**src/rtl/lsu_pkg.sv**
```systemverilog
// Shared types and defaults for the load/store unit.
package lsu_pkg;

  typedef enum logic [1:0] {
    StIdle,
    StReq,
    StResp,
    StDone
  } lsu_state_t;

  localparam int unsigned LSU_TIMEOUT = 255;

endpackage

```
**src/rtl/lsu_timeout_ctr.sv**
```systemverilog
// Clear/enable cycle counter that flags the last cycle a bus access may take.
module lsu_timeout_ctr
  import lsu_pkg::*;
#(
  parameter int unsigned TIMEOUT = LSU_TIMEOUT
) (
  input  logic clk,
  input  logic rst,
  input  logic clr,
  input  logic en,
  output logic tc
);

  localparam int unsigned CntW = $clog2(TIMEOUT);
  localparam logic [CntW-1:0] TermCnt = CntW'(TIMEOUT - 1);

  logic [CntW-1:0] cnt_q;

  // Holds at the terminal count so it can never wrap while the FSM leaves.
  always_ff @(posedge clk or posedge rst) begin
    if (rst) begin
      cnt_q <= '0;
    end else if (clr) begin
      cnt_q <= '0;
    end else if (en && !tc) begin
      cnt_q <= cnt_q + CntW'(1);
    end
  end

  assign tc = (cnt_q == TermCnt);

endmodule

```
**src/rtl/load_store_unit.sv**
```systemverilog
// Word-only data-memory access unit: req/gnt/rvalid bus handshake with core stall,
// misalignment detection and timeout abort.
module load_store_unit
  import lsu_pkg::*;
#(
  parameter int unsigned ADDR_WIDTH = 32,
  parameter int unsigned DATA_WIDTH = 32,
  parameter int unsigned TIMEOUT    = LSU_TIMEOUT
) (
  input  logic                  clk,
  input  logic                  rst,
  input  logic                  mem_write,
  input  logic                  mem_read,
  input  logic [ADDR_WIDTH-1:0] addr,
  input  logic [DATA_WIDTH-1:0] wdata,
  output logic                  stall,
  output logic [DATA_WIDTH-1:0] rdata,
  output logic                  done,
  output logic                  misalign,
  output logic                  bus_err,
  output logic                  dbus_req,
  output logic                  dbus_we,
  output logic [ADDR_WIDTH-1:0] dbus_addr,
  output logic [DATA_WIDTH-1:0] dbus_wdata,
  input  logic                  dbus_gnt,
  input  logic                  dbus_rvalid,
  input  logic [DATA_WIDTH-1:0] dbus_rdata
);

  lsu_state_t            state_q;
  logic                  done_q;
  logic                  misalign_q;
  logic                  bus_err_q;
  logic                  dbus_req_q;
  logic                  dbus_we_q;
  logic [ADDR_WIDTH-1:0] dbus_addr_q;
  logic [DATA_WIDTH-1:0] dbus_wdata_q;
  logic [DATA_WIDTH-1:0] rdata_q;

  logic req;
  logic aligned;
  logic cnt_clr;
  logic cnt_en;
  logic cnt_tc;

  assign req     = mem_write | mem_read;
  assign aligned = (addr[1:0] == 2'b00);
  assign cnt_clr = (state_q == StIdle) && req && aligned;
  assign cnt_en  = (state_q == StReq) || (state_q == StResp);

  lsu_timeout_ctr #(
    .TIMEOUT(TIMEOUT)
  ) u_timeout_ctr (
    .clk(clk),
    .rst(rst),
    .clr(cnt_clr),
    .en (cnt_en),
    .tc (cnt_tc)
  );

  always_ff @(posedge clk or posedge rst) begin
    if (rst) begin
      state_q      <= StIdle;
      done_q       <= 1'b0;
      misalign_q   <= 1'b0;
      bus_err_q    <= 1'b0;
      dbus_req_q   <= 1'b0;
      dbus_we_q    <= 1'b0;
      dbus_addr_q  <= '0;
      dbus_wdata_q <= '0;
      rdata_q      <= '0;
    end else begin
      done_q     <= 1'b0;
      misalign_q <= 1'b0;
      bus_err_q  <= 1'b0;
      unique case (state_q)
        StIdle: begin
          if (req) begin
            // rdata only carries a word after a successful load.
            rdata_q <= '0;
            if (!aligned) begin
              state_q    <= StDone;
              done_q     <= 1'b1;
              misalign_q <= 1'b1;
            end else begin
              state_q      <= StReq;
              dbus_req_q   <= 1'b1;
              dbus_we_q    <= mem_write;
              dbus_addr_q  <= addr;
              dbus_wdata_q <= wdata;
            end
          end
        end
        StReq: begin
          if (cnt_tc) begin
            state_q    <= StDone;
            done_q     <= 1'b1;
            bus_err_q  <= 1'b1;
            dbus_req_q <= 1'b0;
          end else if (dbus_gnt) begin
            dbus_req_q <= 1'b0;
            if (dbus_we_q) begin
              state_q <= StDone;
              done_q  <= 1'b1;
            end else begin
              state_q <= StResp;
            end
          end
        end
        StResp: begin
          if (cnt_tc) begin
            state_q   <= StDone;
            done_q    <= 1'b1;
            bus_err_q <= 1'b1;
          end else if (dbus_rvalid) begin
            state_q <= StDone;
            done_q  <= 1'b1;
            rdata_q <= dbus_rdata;
          end
        end
        StDone: begin
          state_q <= StIdle;
        end
        default: begin
          state_q <= StIdle;
        end
      endcase
    end
  end

  // Combinational from IDLE so the issuing instruction is frozen in its own cycle.
  assign stall = ((state_q == StIdle) && req) || (state_q == StReq) || (state_q == StResp);

  assign done       = done_q;
  assign misalign   = misalign_q;
  assign bus_err    = bus_err_q;
  assign rdata      = rdata_q;
  assign dbus_req   = dbus_req_q;
  assign dbus_we    = dbus_we_q;
  assign dbus_addr  = dbus_addr_q;
  assign dbus_wdata = dbus_wdata_q;

endmodule

```
**config.mk**
```make
export PLATFORM = sky130hd
export DESIGN_NAME = load_store_unit
export DESIGN_NICKNAME = d
export VERILOG_FILES = /design/src/rtl/lsu_pkg.sv /design/src/rtl/lsu_timeout_ctr.sv /design/src/rtl/load_store_unit.sv
export SDC_FILE = /design/constraint.sdc
export NUM_CORES = 1
export LEC_CHECK = 0
export BUFFER_PORTS_ARGS = -buffer_cell sky130_fd_sc_hd__buf_2
export CAP_MARGIN = 20
export CELL_PAD_IN_SITES_DETAIL_PLACEMENT = 0
export CELL_PAD_IN_SITES_GLOBAL_PLACEMENT = 1
export CORE_MARGIN = 3
export CORE_UTILIZATION = 40
export CTS_BUF_LIST = sky130_fd_sc_hd__clkbuf_4 sky130_fd_sc_hd__clkbuf_8
export CTS_CLUSTER_SIZE = 16
export DETAILED_ROUTE_END_ITERATION = 7
export PLACE_DENSITY_LB_ADDON = 0.1
export SYNTH_ARGS = -nofsm -noshare
export SYNTH_HDL_FRONTEND = slang
export SYNTH_SLANG_ARGS = --single-unit
```
**constraint.sdc**
```tcl
create_clock -name clk -period 10.24 [get_ports clk]
set_clock_uncertainty 0.05 [all_clocks]
set_input_delay 1.536 -clock clk [delete_from_list [all_inputs] [get_ports clk]]
set_output_delay 1.536 -clock clk [all_outputs]
set_load 0.02 [all_outputs]
```
# Yosys cells after proc, flatten, opt, wreduce, memory -nomap -nowiden
# Index checks and enable logic that the tools add are counted.
[op_classes]
add_sub_neg = 1
mul = 0
n_div = 0
order_cmp = 0
n_eq_ne = 10
n_shift = 0
muxes = 30
bitwise_logic = 1
n_reduce_logical = 17
[op_table]
columns = ["operator", "count"]
rows = [
  ["$mux W32", 3],
  ["$pmux W32 S2", 1],
  ["$mux W8", 2],
  ["$mux W1", 15],
  ["$mux W2", 6],
  ["$add A8 B1 Y8 const B", 1],
  ["$eq A8 B8 Y1 const B", 1],
  ["$ne A2 B2 Y1 const B", 4],
  ["$pmux W2 S4", 1],
  ["$reduce_and A4 Y1", 2],
  ["$ne A3 B2 Y1 const B", 2],
  ["$reduce_and A3 Y1", 2],
  ["$reduce_bool A2 Y1", 3],
  ["$eq A2 B2 Y1 const B", 2],
  ["$logic_not A2 Y1", 2],
  ["$logic_and A1 B1 Y1", 3],
  ["$logic_or A1 B1 Y1", 3],
  ["$pmux W1 S3", 1],
  ["$eq A2 B1 Y1 const B", 1],
  ["$pmux W1 S2", 1],
  ["$reduce_or A2 Y1", 1],
  ["$logic_not A1 Y1", 1],
  ["$or A1 B1 Y1", 1],
]
[word_totals]
ff_bits = 111
latch_bits = 0
ram_bits = 0
rom_bits = 0
inputBits = 102
out_inout_bits = 102
elab_cells = 69
mem_count = 0

# Longest topological paths before layout
# Gate-level depths: netlist of the first run.
[depth]
ltp_word = 5
ltp_mapped = 8
depth_no_buf = 6

# Hierarchy
# Synthesis of the first run repeated with hierarchy kept, for this count alone.
[hier_totals]
hier_cells = 375
hier_area_um2 = 4581.9
[modules_own_cells]
columns = ["module", "instances", "cells_per_inst", "area_each_um2"]
rows = [
  ["load_store_unit", 1, 323, 4081.4],
  ["lsu_timeout_ctr", 1, 52, 500.5],
]

# Worst setup path after synthesis of the first run
# Ideal clock, no wire load.
[synth_timing]
path_type = "input-to-output"
startpoint = "in mem_read"
endpoint = "out stall"
arrival_time_ns = 2.119
setup_slack_ns = 6.535
stages = 2
path_buffers = 0
cell_sequence = "o21a_1 -> or3_1"
[synth_between]
elab_chain_len = 4
[synth_rtl]
columns = ["element", "line", "source"]
rows = [
  ["from (decl)", "load_store_unit.sv:13", "input logic mem_read,"],
  ["$or A1 B1 Y1", "load_store_unit.sv:46", "assign req = mem_write | mem_read;"],
  ["$logic_and A1 B1 Y1", "load_store_unit.sv:132", "assign stall = ((state_q == StIdle) && req) || (state_q == StReq) || (state_q == StResp);"],
  ["$logic_or A1 B1 Y1 (2 in a row)", "load_store_unit.sv:132", ""],
  ["to (decl)", "load_store_unit.sv:16", "output logic stall,"],
]
# No other way between the ends.

# Worst setup path in the final report of the first run
# Same ends and word-level chain as after synthesis.

==> results of run 1 <==
final cells by class:
cell class                      count  area, sq um
Sequential cell                   111         2778
Timing Repair Buffer              208         1054
Tap cell                          140        175.2
Clock inverter                      2        60.06
Inverter                            6        25.02
Multi-Input combinational cell    231         1694
Fill cell                        1016         5106
Clock buffer                       14        186.4
state kept, by name (all words and copies together), names as in the netlist, 2 cells and up:
| signal | count |
|---|---|
| dbus_addr | 32 |
| dbus_wdata | 32 |
| rdata | 32 |
| u_timeout_ctr.cnt_q | 8 |
| state_q | 2 |
power by group:
part	internal (mW)	leakage [nW]	switching [mW]	total, mW
Sequential	0.632	1.39	0.104	0.736
Combinational	0.328	1.53	0.503	0.831
Clock	0.167	0.126	0.140	0.308
Total	1.13	3.05	0.747	1.87
kinds of logic after synthesis:
family	count (synthesis)	synth area share
fa+ha+maj	6	0.01621
flops	111	0.5998
simple gates	99	0.09403
mux	64	0.1554
xor+xnor	4	0.007567
compound gates	58	0.09106
buf+inv	25	0.03594
worst max-delay path by stage:
stage / cells past startpoint / endpoint / slack, ps / startpoint
floorplan: 1 / bus_err / 5720 / rst
global placement: 4 / stall / 6350 / mem_read
detailed placement: 4 / stall / 6330 / mem_read
CTS: 4 / stall / 6330 / mem_read
global route: 4 / stall / 6290 / mem_read
finish: 4 / stall / 6330 / mem_read
layer usage:
layer	track usage	wire, microns	share of wire
met5	0	0	0
met4	0.04167	119	0.011
met3	0.07958	982	0.091
met2	0.2980	5621	0.52
met1	0.1902	4026	0.37
synthesized netlist by cell type, types with 2 or more instances:
| cell | number |
|---|---|
| a21oi_1 | 7 |
| a31oi_1 | 2 |
| buf_2 | 4 |
| buf_4 | 4 |
| buf_6 | 7 |
| clkbuf_1 | 4 |
| dfrtp_1 | 111 |
| ha_1 | 6 |
| inv_1 | 6 |
| mux2_2 | 63 |
| nand2_1 | 70 |
| nand3_1 | 3 |
| nor2_1 | 8 |
| nor2b_1 | 5 |
| o211ai_1 | 2 |
| o21ai_0 | 9 |
| o21ai_1 | 4 |
| o21ai_2 | 28 |
| or3_1 | 2 |
| xnor2_1 | 2 |
| xor2_1 | 2 |
==> impl_metrics.tcl, run 1 <==
set metrics [dict create \
    synth-edff-count 0 \
    drt_iter0_drc 99 \
    hp-class "reg -> reg" \
    final_common_cell "buf_2" \
    fin_setup_tns_ps 0 \
    worstMarginPinSlew_ps 782.8 \
    worstHoldStart "dbus_addr[0]" \
    grt_max_degree 65 \
    end_kind "output port" \
    ir_drop_v 0.0001810 \
    die_x_microns 113.6 \
    clk_latency_ps 370 \
    cp_top_family "simple AND/OR/NAND/NOR gates" \
    numCtsBuffers 9 \
    first_global_vias 3551 \
    finish.cell_count_without_fillers 712 \
    initial_core_util 0.4180 \
    slew_headroom 0.4781 \
    hpwl_microns 7828 \
    fin_crit_sh 0.3821 \
    setup_viol 0 \
    synth_cells 367 \
    final_nets 675 \
    diodes 0 \
    drc 0 \
    cp_max_fo 4 \
    viasPerCell 4.799 \
    crit_type "in -> out" \
    dpl.cell_count 696 \
    synthArstFlopShare 1.000 \
    drv_slew 0 \
    rsz0062_at_grt "no" \
    yosys-top-cells-area "dfrtp_1, mux2_2, nand2_1" \
    detail-route-antenna-nets 0 \
    grt-ovfl-total 0 \
    reg2regPathDepth 7 \
    cts_buffer_depth 2 \
    wire_per_inst_microns 15.10 \
    synth_flop_cell "dfrtp_1" \
    yosys.area.top_type_share 0.5998 \
    yosysTopAreaCell "dfrtp_1" \
    leakagePower_nw 3.047 \
    clock-root-buffer "clkbuf_8" \
    cts_setup_buffers 0 \
    crit_chain "buf_2 -> o21a_1 -> or3_1 -> buf_2" \
    critPathRequiredTime_ps 8650 \
    syn_area_sq_um 4631 \
    fin_hold_ws_ps 450.4 \
    antenna_found_initial 0 \
    finalCriticalPeriod_ps 3912 \
    ys_warn_count 0 \
    yosysSeqAreaShare 0.5998 \
    core_sq_um 11080 \
    fmax_mhz 255.6 \
    grt_use_total 0.1712 \
    ios 204 \
    syn_to_final_growth_pct 28.97 \
    total_power_mw 1.875 \
    drt-total-wl_microns 10750 \
    first_pass_iters 4 \
    ys_types 39 \
    synth_nets 475 \
    vias 3417 \
    cts.clk_slew.worst_paths_ps 90 \
    cts.repair.resized 0 \
    final_hold_viol_count 0 \
    whs_path_depth 1 \
    syn_area_per_cell_sq_um 12.62 \
    drive_above_1_share 0.5594 \
    timing.final.ws_setup_ps 6328 \
    cts_tree "built" \
    dp_slack_ps 6329 \
    place.gp.congestion 0.7857 \
    die_h_microns 113.6 \
    layout_common_cells "buf_2, dfrtp_1, nand2_1" \
    utilization 0.5391 \
    h-tree-depth 3 \
    dpl_cell_area_sq_um 5725 \
    grt_pass1_wl_microns 17560 \
    r2r-start "state_q[0]" \
    critPathSlowestCell "or3_1" \
    rows 38 \
    power.density_nw_per_um2 314.0 \
    cpPeakStageDelay_ps 310 \
    cts_hold_buf 0 \
    r2r_slack_ps 7980 \
    critPathArrivalTime_ps 2330 \
    cp_common_cell "buf_2" \
    worstHoldEndpoint "dbus_addr[0]" \
    status "finished, final reports clean" \
    die_area_sq_um 12900 \
    cts_sinks 111 \
    path_buf_inv 2 \
    cp-start-kind "primary input" \
    rr_endpoint "rdata[5]" \
    fin_area_sq_um 5972 \
    io_buffers 203 \
    ys_ff_latch 111 \
    cap_violations 0 \
]
(Power assumes the default switching activity.)
==> run 2: changes to the inputs <==
CORE_UTILIZATION = 34   (was 40)
clock period = 3.2 ns   (was 10.24 ns; I/O delays follow)
==> run 2 against run 1 <==
  * Routed wire length is 3.2% higher
  * First-iteration DRC count is 32% higher
  * Non-clock buffer count is 3 higher
  * Sequential share of layout area is 0.62 points lower
  * Count of clock-buffer cells in the layout is 4 lower
  * Sequential power grew to 3.2 times the previous value
  * Core utilization is 8.4 points lower
  * Final area is 1.3% higher
  * Critical path depth is 3 higher
  * Largest power group unchanged
  * Sequential cell count stayed put
  * Global-route usage is 2.1 points lower
==> impl_metrics.tcl, run 2 (same netlist as run 1, synthesis figures left out) <==
set metrics [dict create \
    status "finished, final reports clean" \
    cp_max_fo 35 \
    timing.final.ws_setup_ps 676.6 \
    fin_crit_sh 0.7886 \
    ir_drop_v 0.0004034 \
    final_hold_viol_count 0 \
    clock-root-buffer "clkbuf_8" \
    r2r-start "state_q[0]" \
    hpwl_microns 8090 \
    antenna_found_initial 0 \
    grt_max_degree 68 \
    hp-class "in -> async" \
    drc 0 \
    rows 42 \
    grt-ovfl-total 0 \
    drt_iter0_drc 131 \
    h-tree-depth 3 \
    end_kind "flop" \
    dp_slack_ps 639.2 \
    cts_hold_buf 0 \
    leakagePower_nw 3.058 \
    setup_viol 0 \
    die_area_sq_um 15060 \
    viasPerCell 4.581 \
    critPathSlowestCell "o2111a_2" \
    power.density_nw_per_um2 995.8 \
    wire_per_inst_microns 14.78 \
    fin_setup_tns_ps 0 \
    path_buf_inv 2 \
    fillCellCount 1293 \
    first_pass_iters 4 \
    slew_headroom 0.5494 \
    cts_buffer_depth 2 \
    final_common_cell "buf_2" \
    place.gp.congestion 0.7157 \
    finalCriticalPeriod_ps 2523 \
    diodes 0 \
    first_global_vias 3464 \
    cts_sinks 111 \
    cts.clk_slew.worst_paths_ps 110 \
    r2r_slack_ps 680 \
    drv_slew 0 \
    ios 204 \
    cpPeakStageDelay_ps 670 \
    io_buffers 203 \
    drt-total-wl_microns 11100 \
    crit_chain "inv_1 -> ha_1 -> or3b_1 -> o2111a_2 -> buf_4 -> nand2_1 -> o21ai_2" \
    drive_above_1_share 0.5617 \
    detail-route-antenna-nets 0 \
    worstMarginPinSlew_ps 675.9 \
    die_x_microns 122.7 \
    grt_use_total 0.1505 \
    critPathRequiredTime_ps 3470 \
    cts.repair.resized 0 \
    clk_latency_ps 380 \
    cts_tree "built" \
    layout_common_cells "buf_2, dfrtp_1, nand2_1" \
    vias 3440 \
    die_h_microns 122.7 \
    final_nets 678 \
    grt_pass1_wl_microns 17460 \
    core_sq_um 13300 \
    syn_to_final_growth_pct 30.69 \
    rr_endpoint "rdata[8]" \
    fmax_mhz 396.3 \
    cp-start-kind "flop" \
    critPathArrivalTime_ps 2790 \
    numCtsBuffers 9 \
    reg2regPathDepth 7 \
    cts_setup_buffers 0 \
    crit_type "reg -> reg" \
    rsz0062_at_grt "no" \
    total_power_mw 6.026 \
    cap_violations 0 \
    cp_top_family "compound AO/OA/AOI/OAI gates" \
    initial_core_util 0.3483 \
]
-- run 2: changes by cell type in the layout (fill, tap and decap cells not counted) --
cell,delta
clkbuf_8,-3
buf_4,+2
clkinv_2,+2
clkinvlp_4,+2
buf_12,+1
bufinv_16,+1
clkbuf_4,-1
inv_4,-1
-- run 2: final cells by class --
| cell class | count | area, sq um | share of cell area |
|---|---|---|---|
| flip-flops and latches | 111 | 2778 | 0.4590 |
| multi-input cells | 231 | 1694 | 0.2799 |
| repair buffers | 211 | 1089 | 0.1799 |
| well taps | 176 | 220.2 | 0.03639 |
| clock buffers | 10 | 137.6 | 0.02274 |
| clock inverters | 6 | 107.6 | 0.01778 |
| inverters | 6 | 26.28 | 0.004342 |
-- run 2: worst register-to-register path: stages, from the launching register on --
cell      delay (ps)
dfrtp_1          430
inv_1             80
ha_1             260
or3b_1           230
o2111a_2         670
buf_4            530
nand2_1          150
o21ai_2           70
-- run 2: worst max-delay path by stage --
stage	from	slack, ps	endpoint	cells past startpoint
finish	state_q[0]	680	rdata[8]	7
floorplan	rst	1330	bus_err	1
global placement	state_q[0]	750	rdata[30]	6
CTS	state_q[0]	630	rdata[5]	7
detailed placement	state_q[0]	640	rdata[17]	7
global route	state_q[0]	420	rdata[17]	7
-- run 2: power breakdown --
| part | internal (mW) | switching [mW] | total, mW |
|---|---|---|---|
| clock | 0.539 | 0.475 | 1.01 |
| combinational | 1.05 | 1.61 | 2.66 |
| sequential | 2.02 | 0.328 | 2.35 |
-- run 2: routing by layer --
metal | track usage | share of wire
met2 | 0.2511 | 0.51
met5 | 0 | 0
met4 | 0.05738 | 0.017
met3 | 0.05714 | 0.077
met1 | 0.1754 | 0.39
-- run 2: through the flow --
stage / instances / instance area, sq um / hold slack, ps / util
after floorplan: 367 / 4634 / 475.1 / -
after global placement: 735 / 5807 / 428.9 / 0.4368
after detailed placement: 735 / 5807 / 435.6 / 0.4368
after CTS: 751 / 6052 / 19.99 / 0.4552
after global routing: 751 / 6052 / 27.64 / 0.4552
final: 751 / 6052 / 32.64 / 0.4552
==> run 3: changes to the inputs <==
CORE_UTILIZATION = 37   (was 34)
clock period = 2.5 ns   (was 3.2 ns; I/O delays follow)
==> run 3 against run 2 <==
  * First-iteration DRC count is 8.4% higher
  * Worst hold slack better by 15 ps
  * Global-route usage rose by 1.3 points
  * Critical endpoint is now stall
  * Final area is 0.48% lower
==> impl_metrics.tcl, run 3 (same netlist as run 1, synthesis figures left out) <==
set metrics [dict create \
    status "finished, final reports clean" \
    cts_sinks 111 \
    initial_core_util 0.3823 \
    drt-total-wl_microns 10920 \
    leakagePower_nw 3.040 \
    cts_buffer_depth 2 \
    cp_max_fo 6 \
    antenna_found_initial 1 \
    end_kind "output port" \
    grt_max_degree 59 \
    crit_type "reg -> out" \
    drive_above_1_share 0.5610 \
    viasPerCell 4.587 \
    rsz0062_at_grt "no" \
    rows 40 \
    r2r_slack_ps 400 \
    critPathArrivalTime_ps 1780 \
    final_hold_viol_count 0 \
    clock-root-buffer "clkbuf_8" \
    io_buffers 203 \
    vias 3408 \
    drv_slew 0 \
    critPathRequiredTime_ps 2080 \
    clk_latency_ps 370 \
    ios 204 \
    hp-class "in -> async" \
    h-tree-depth 3 \
    timing.final.ws_setup_ps 296.0 \
    setup_viol 0 \
    numCtsBuffers 9 \
    cts.repair.resized 0 \
    place.gp.congestion 0.7556 \
    fin_crit_sh 0.8816 \
    wire_per_inst_microns 14.70 \
    cts.clk_slew.worst_paths_ps 100 \
    fin_setup_tns_ps 0 \
    syn_to_final_growth_pct 30.07 \
    first_pass_iters 6 \
    ir_drop_v 0.0006331 \
    cap_violations 0 \
    worstMarginPinSlew_ps 676.8 \
    die_h_microns 117.9 \
    drc 0 \
    first_global_vias 3635 \
    grt-ovfl-total 0 \
    detail-route-antenna-nets 0 \
    cp-start-kind "flop" \
    fmax_mhz 453.7 \
    finalCriticalPeriod_ps 2204 \
    cts_hold_buf 0 \
    grt_use_total 0.1630 \
    grt_pass1_wl_microns 18180 \
    layout_common_cells "buf_2, dfrtp_1, nand2_1" \
    final_common_cell "buf_2" \
    final_nets 678 \
    die_x_microns 117.9 \
    die_area_sq_um 13890 \
    cts_setup_buffers 0 \
    dp_slack_ps 394.6 \
    slew_headroom 0.5479 \
    fin_hold_ws_ps 47.55 \
    cts_tree "built" \
    power.density_nw_per_um2 1245 \
    core_sq_um 12110 \
    fillCellCount 1184 \
    drt_iter0_drc 142 \
    hpwl_microns 8177 \
]
## run 3: cell types whose count changed in the layout (fill, tap and decap cells not counted), sizes merged
cell | previous run | this run
clkbuf | 10 | 11
diode | 0 | 1
bufinv | 3 | 1
## run 3: power by group
part           switching [mW]  internal, mW  leakage [nW]
combinational            2.06          1.37          1.56
sequential              0.433          2.59          1.39
clock                   0.561         0.478        0.0960
## run 3: worst paths after layout
| kind | to | depth (start not counted) | startpoint |
|---|---|---|---|
| hold / removal | dbus_wdata[6] | 2 | rst |
| max in group asynchronous | dbus_addr[29] | 3 | rst |
| setup reg to reg | rdata[31] | 7 | state_q[0] |
| setup / recovery | stall | 5 | state_q[0] |
| min in group clk | rdata[23] | 3 | dbus_rdata[23] |
| hold reg to reg | dbus_wdata[2] | 1 | dbus_wdata[2] |
## run 3: cell type report
class / count / area, sq um / share of cell area
flip-flops and latches: 111 / 2778 / 0.4612
multi-input cells: 231 / 1694 / 0.2813
repair buffers: 211 / 1126 / 0.1870
well taps: 168 / 210.2 / 0.03490
clock buffers: 11 / 138.9 / 0.02306
clock inverters: 4 / 47.55 / 0.007894
inverters: 6 / 26.28 / 0.004362
diodes: 1 / 2.502 / 0.0004155
## run 3: routing by layer
layer,GRT usage,part of all wire,up-vias
met4,0.05788,0.020,0
met3,0.06199,0.079,15
met5,0,0,-
met1,0.1914,0.39,1629
met2,0.2734,0.51,109
li1,-,-,1655
## run 3: critical path, cell delays in order, from the launching register on
cell,delay (ps)
dfrtp_1,430
inv_1,90
ha_1,270
o21a_1,140
or3_1,310
buf_2,170
## run 3: metrics by stage
step / std cells / instance area [sq um] / util / power, mW
after floorplan: 367 / 4634 / - / 5.385
after global placement: 727 / 5834 / 0.4817 / 6.467
after detailed placement: 727 / 5834 / 0.4817 / 6.578
after CTS: 742 / 6021 / 0.4971 / 7.654
after global routing: 743 / 6023 / 0.4973 / 8.059
final: 743 / 6023 / 0.4973 / 7.500
